[src/rtl/lp_expect_tracker.sv]
// Commit-side landing-pad expectation (ELP) tracker; state/outputs update one cycle after the qualifying commit.
// No backpressure: every committed instruction is observed, and a raised fault is held until a trap acknowledges it.
module lp_expect_tracker #(
    parameter int LBL_W = 20,
    parameter int CNT_W = 16
) (
    input  logic             clk_i,
    input  logic             rst_i,
    input  logic             xlpad_i,
    input  logic             debug_mode_i,
    input  logic             commit_valid_i,
    input  logic             commit_is_indirect_i,
    input  logic             commit_is_lpad_i,
    input  logic [LBL_W-1:0] commit_label_i,
    input  logic [1:0]       complete_cfi_i,
    input  logic             trap_i,
    input  logic             xret_i,
    input  logic             pelp_i,
    output logic             elp_o,
    output logic             pelp_o,
    output logic [LBL_W-1:0] expected_label_o,
    output logic             lp_fault_o,
    output logic [CNT_W-1:0] fault_cnt_o
);

    // Encoding chosen so bit0 is ELP and bit1 is the fault request straight off the flops.
    typedef enum logic [1:0] {
        IDLE   = 2'b00,
        EXPECT = 2'b01,
        FAULT  = 2'b11
    } state_t;

    state_t state;
    state_t state_nxt;
    logic   arm;
    logic   fault_entry;

    always_ff @(posedge clk_i or posedge rst_i) begin
        if (rst_i) begin
            state <= IDLE;
        end else begin
            state <= state_nxt;
        end
    end

    always_comb begin
        state_nxt = state;
        if (trap_i) begin
            state_nxt = IDLE;
        end else if (state == FAULT) begin
            state_nxt = FAULT;
        end else if (xret_i) begin
            state_nxt = (pelp_i && xlpad_i && !debug_mode_i) ? EXPECT : IDLE;
        end else if (!xlpad_i || debug_mode_i) begin
            state_nxt = IDLE;
        end else if (commit_valid_i) begin
            case (state)
                IDLE:    if (commit_is_indirect_i) state_nxt = EXPECT;
                // Only a checked-and-matching LPAD clears the expectation.
                EXPECT:  state_nxt = (commit_is_lpad_i && complete_cfi_i == 2'b11) ? IDLE : FAULT;
                default: state_nxt = state;
            endcase
        end
    end

    always_comb begin
        elp_o      = state[0];
        lp_fault_o = state[1];
        pelp_o     = state[0];
    end

    // The label is captured only when a commit arms the tracker, not on xRET restore.
    assign arm         = (state == IDLE) && (state_nxt == EXPECT) && !xret_i;
    assign fault_entry = (state != FAULT) && (state_nxt == FAULT);

    always_ff @(posedge clk_i or posedge rst_i) begin
        if (rst_i) begin
            expected_label_o <= '0;
        end else if (arm) begin
            expected_label_o <= commit_label_i;
        end
    end

    always_ff @(posedge clk_i or posedge rst_i) begin
        if (rst_i) begin
            fault_cnt_o <= '0;
        end else if (fault_entry && (fault_cnt_o != {CNT_W{1'b1}})) begin
            fault_cnt_o <= fault_cnt_o + CNT_W'(1);
        end
    end

endmodule

[config.mk]
export PLATFORM = sky130hd
export DESIGN_NAME = lp_expect_tracker
export DESIGN_NICKNAME = d
export VERILOG_FILES = /design/src/rtl/lp_expect_tracker.sv
export SDC_FILE = /design/constraint.sdc
export NUM_CORES = 1
export LEC_CHECK = 0
export BUFFER_PORTS_ARGS = -buffer_cell sky130_fd_sc_hd__buf_2
export CAP_MARGIN = 40
export CORE_MARGIN = 2
export CORE_UTILIZATION = 45
export CTS_BUF_LIST = sky130_fd_sc_hd__clkbuf_4
export CTS_CLUSTER_SIZE = 10
export DETAILED_ROUTE_END_ITERATION = 12
export PLACE_DENSITY = 0.72
export SLEW_MARGIN = 20
export SYNTH_ARGS = -nofsm -noshare
export SYNTH_HDL_FRONTEND = slang
export SYNTH_SLANG_ARGS = --single-unit
[constraint.sdc]
create_clock -name clk_i -period 2.29 [get_ports clk_i]
set_clock_uncertainty 0.05 [all_clocks]
set_input_delay 0.1145 -clock clk_i [delete_from_list [all_inputs] [get_ports clk_i]]
set_output_delay 0.1145 -clock clk_i [all_outputs]
set_load 0.01 [all_outputs]
After elaboration in Yosys (flattened, before gate mapping):

Index checks and enable logic that the tools add are counted.
Widths: inputs -> output; s select.

* flip-flop bits (word level): 38
* bits of input ports: 32
* output and inout bits: 39
* word-level logic and storage cells: 32

* add/sub/neg operators: 1
* equal/unequal tests: 7
* muxes and demuxes: 9
* reductions and logical operators: 12

Operators by type and width (count)
* $add 16x1->16 const B: 1
* $ne 16x16->1 const B: 1
* $mux 2: 7
* $logic_and 1x1->1: 7
* $eq 2x2->1 const B: 3
* $eq 2x1->1 const B: 2
* $pmux 2 s2: 1
* $logic_not 1->1: 3
* $logic_not 2->1: 1
* $ne 2x2->1 const B: 1
* $logic_or 1x1->1: 1
* $mux 1: 1

Logic depth before layout (Yosys ltp):

* depth after elaboration: 12
* gate-level depth with buffers: 6

Least setup slack after synthesis:

OpenSTA, ideal clock, no wires.

* kind: register -> register
* from: reg state[0]
* to: reg expected_label_o[0]
* library setup time: 0.125 ns
* arrival time: 1.702 ns
* data required time: 2.115 ns
* slack: 0.414 ns
* cell stages (with the launch flop): 6
* buffers on the path: 1
* clock period less this slack: 1.876 ns
* cells stage by stage: dfrtp_1 -> nor4bb_4 -> nor3_1 -> nor4b_2 -> buf_6 -> mux2_2

* cells in the longest elaborated chain, start to end: 10
* elaborated cells between the ends (all ways): 13

Ends and longest elaborated chain
* start: declaration: RTL line 33 `state_t state;`
* start signal: assignment: RTL line 42 `state <= state_nxt;`
* $eq 2x1->1 (tied with other cells): RTL line 57 `case (state)`
* $pmux 2 s2: RTL line 57
* $mux 2: RTL line 56 `end else if (commit_valid_i) begin`
* $mux 2: RTL line 54 `end else if (!xlpad_i || debug_mode_i) begin`
* $mux 2: RTL line 52 `end else if (xret_i) begin`
* $mux 2: RTL line 50 `end else if (state == FAULT) begin`
* $mux 2: RTL line 48 `if (trap_i) begin`
* $eq 2x1->1: RTL line 73 `assign arm = (state == IDLE) && (state_nxt == EXPECT) && !xret_i;`
* $logic_and 1x1->1 (*) (2 in series): RTL line 73
* end signal: assignment: RTL line 80 `expected_label_o <= commit_label_i;`
* end: declaration: RTL line 21 `output logic [LBL_W-1:0] expected_label_o,`

Every way passes the cells marked *; elsewhere a longest branch is shown, timed or not.
A chain may end at the register's enable or synchronous reset.

Worst setup path in the final report:

* from: reg state[0]
* to: reg expected_label_o[6]

The elaborated chain is that of the path after synthesis.

==> reports/qor.txt <==
Result of the run = completed
TritonCTS clock tree = done
Number of iterations in the first detailed-routing pass = 4
Worst vdd rail ir drop = 0.000297 V
GRT overflow = 0
Synth top area cells = dfrtp_1, mux2_2, xnor2_1
Share of the synthesized area in the top cell type = 53.4%
Routed wire per std cell = 13.5 um
Leak pwr = 1.21 nW
Boundary pin count = 71
Worst-path cell with the longest stage delay = dfrtp_1
Die ar. = 4480 um^2
Weighted congestion reported at the end of routability-driven placement = 0.806
CP Max Fanout = 20
Number of DRC markers after the initial detailed-route iteration = 69
Total number of yosys warnings = 0
Area of the mapped netlist = 1780 um^2
Hold/Removal Path Class = input port to flip-flop
Final critical-path share of the clock period = 85.6%
Final Hold Violating Endpoints = 0
Cells after Synth = 142
Number of nets in the final layout = 275
Fmax = 0.510 GHz
Transition time at the pin with the least slew margin = 0.457 ns
Final Slew Violations = 0
Minimum hold slack = 0.0763 ns
FILL cells = 289
Clock latency of the later-clocked register in the worst-skew pair = 0.34 ns
Maxcap violations = 0
Average size of a mapped cell = 12.5 um^2
Total routing resource utilization after global routing = 19.1%
Post-detailed-route DRC marker count = 0
Vias after detailed routing = 1,466
Maximum buffer depth of the clock tree = 2
Sequential-to-total area share from yosys stat = 53.4%
Core region area = 3740 um^2
Slowest Stage Delay on Critical Path = 0.53 ns
Ratio of routed vias to standard cells = 5.04
Post-route antenna net violation count = 0
Count of hold-fix buffers inserted at cts = 23
Layout cell share with drive strength beyond 1 = 44.0%
Antenna Diode Count = 0
H-tree levels = 2
Number of register bits inferred by synthesis = 38
Vias in the first global route = 1,442
Vertical die dimension = 66.9 um
Final worst path period need = 1.96 ns
Relative slew slack = 69.5%
Chip Width = 66.9 um
Library cell with the largest summed area after synthesis = dfrtp_1
Num rows = 22
Kind of start point of the critical path = flip-flop
Required time reported for the critical path endpoint = 2.48 ns
Clock root cell = clkbuf_4
Total CTS buffers = 5
Critical Path AT = 2.14 ns
Yosys cell types = 31
Commonest non-fill, non-tap cell in the layout = buf_2
Largest net degree at the start of global routing = 39
Cell chain of the critical path = nor4bb_4, nor3_1, nor4b_4, buf_12, mux2_2
Initial antenna violation count = 0
Setup-failing EPs final = 0
Growth of design area from synthesis to finish = 39.7%
Kind of end point of the critical path = flip-flop
Register clock-pin slew on the reported worst setup and hold paths = 0.11 ns
Total Routed Length = 3920 um
Sum of negative setup slack = 0 ns
Post-CTS Setup Inserts = 0
Post-CTS Resized = 0
Setup CP Type = flip-flop to flip-flop
Number of buffers inserted by port buffering = 70
Top library cells by usage in the layout, fill and taps aside = buf_2, dfrtp_1, dlygate4sd3_1, mux2_2, xnor2_1
Starting density of the core = 47.6%
Final HPWL DP = 2630 um
Global-route wire length before repair = 6350 um
Unrepaired setup endpoints after global routing = no
Net count after synthesis = 175
Ratio of total power to cell area = 590 nW/um^2
TritonCTS Sinks = 38
==> power by group <==
part / switching (W) / internal (W)
registers: 0.0000417 / 0.000762
clock network: 0.000220 / 0.000114
logic: 0.000147 / 0.000184
==> critical path, delay by kind of cell (launching register included) <==
family	cells	cell delay, ns
buffers and inverters	1	0.20
muxes	1	0.35
DFF	1	0.53
and+or+nand+nor	3	0.72
==> registers in the layout, summed over array words and instances, names as in the netlist <==
signal and flops:
state 2, fault_cnt_o 16, expected_label_o 20
==> metal layers <==
layer / track usage [%] / routed length [um]
met1: 23.0 / 1760
met2: 32.3 / 1780
met3: 5.57 / 321
met4: 6.89 / 59
met5: 0 / 0
==> cell families (layout without fill, tap and decap cells) <==
logic type | Yosys count | count (layout) | synth area share (%)
adder cells (fa/ha/maj) | 1 | 1 | 0.702
AO/OA/AOI/OAI | 9 | 9 | 3.79
AND/OR/NAND/NOR | 52 | 52 | 18.7
flip-flops | 38 | 38 | 53.4
multiplexers | 21 | 21 | 13.3
buffers and inverters | 6 | 107 | 2.81
XOR/XNOR | 15 | 15 | 7.37
==> cells in the mapped netlist <==
cell type   n
a21oi_1     2
a31oi_2     1
a32oi_1     1
and2_1      1
and2b_1     1
and3_1      7
and4_1      3
buf_2       1
buf_4       1
buf_6       3
dfrtp_1    38
ha_1        1
inv_1       1
mux2_1      2
mux2_2     19
nand2_1     5
nand2_2     1
nand2b_1    1
nand3_1    12
nand4_1     7
nor2_1      3
nor2b_1     2
nor3_1      4
nor3b_1     1
nor4b_2     2
nor4bb_4    1
o21ai_0     3
o22ai_2     1
o32ai_1     1
or2b_1      1
xnor2_1    15
==> path summary, 6_finish.rpt <==
path                                                      start                          endpoint  slack, ns  cells after the start
worst max-delay path                         state[0]$_DFF_PP0_   expected_label_o[6]$_DFFE_PP0P_       0.33                      5
worst min-delay path                               debug_mode_i                state[1]$_DFF_PP0_       0.08                      4
worst max register to register               state[0]$_DFF_PP0_   expected_label_o[6]$_DFFE_PP0P_       0.33                      5
worst min register to register  expected_label_o[2]$_DFFE_PP0P_   expected_label_o[2]$_DFFE_PP0P_       0.45                      1
max in group asynchronous                                 rst_i                state[0]$_DFF_PP0_       1.48                      4
min in group asynchronous                                 rst_i  expected_label_o[18]$_DFFE_PP0P_       0.39                      4
==> through the flow <==
step	util [%]	total power [W]	area [um^2]	cells	setup WS, ns
6_report	66.5	0.00147	2490	291	0.331
4_1_cts	66.5	0.00148	2490	291	0.305
5_1_grt	66.5	0.00156	2490	291	0.209
2_1_floorplan	-	0.000974	1780	142	0.414
3_3_place_gp	58.9	0.00111	2200	260	0.382
3_5_place_dp	58.9	0.00112	2200	260	0.326
==> final cells by class <==
class / instances / area, um^2 / share of cell area [%]
well taps: 48 / 60.1 / 2.41
multi-input cells: 98 / 790 / 31.7
repair buffers: 98 / 631 / 25.3
clock buffers: 5 / 37.5 / 1.51
flip-flops and latches: 38 / 951 / 38.2
inverters: 1 / 3.75 / 0.151
clock inverters: 3 / 16.3 / 0.654
Note: power is estimated with default switching activity, not from simulation.
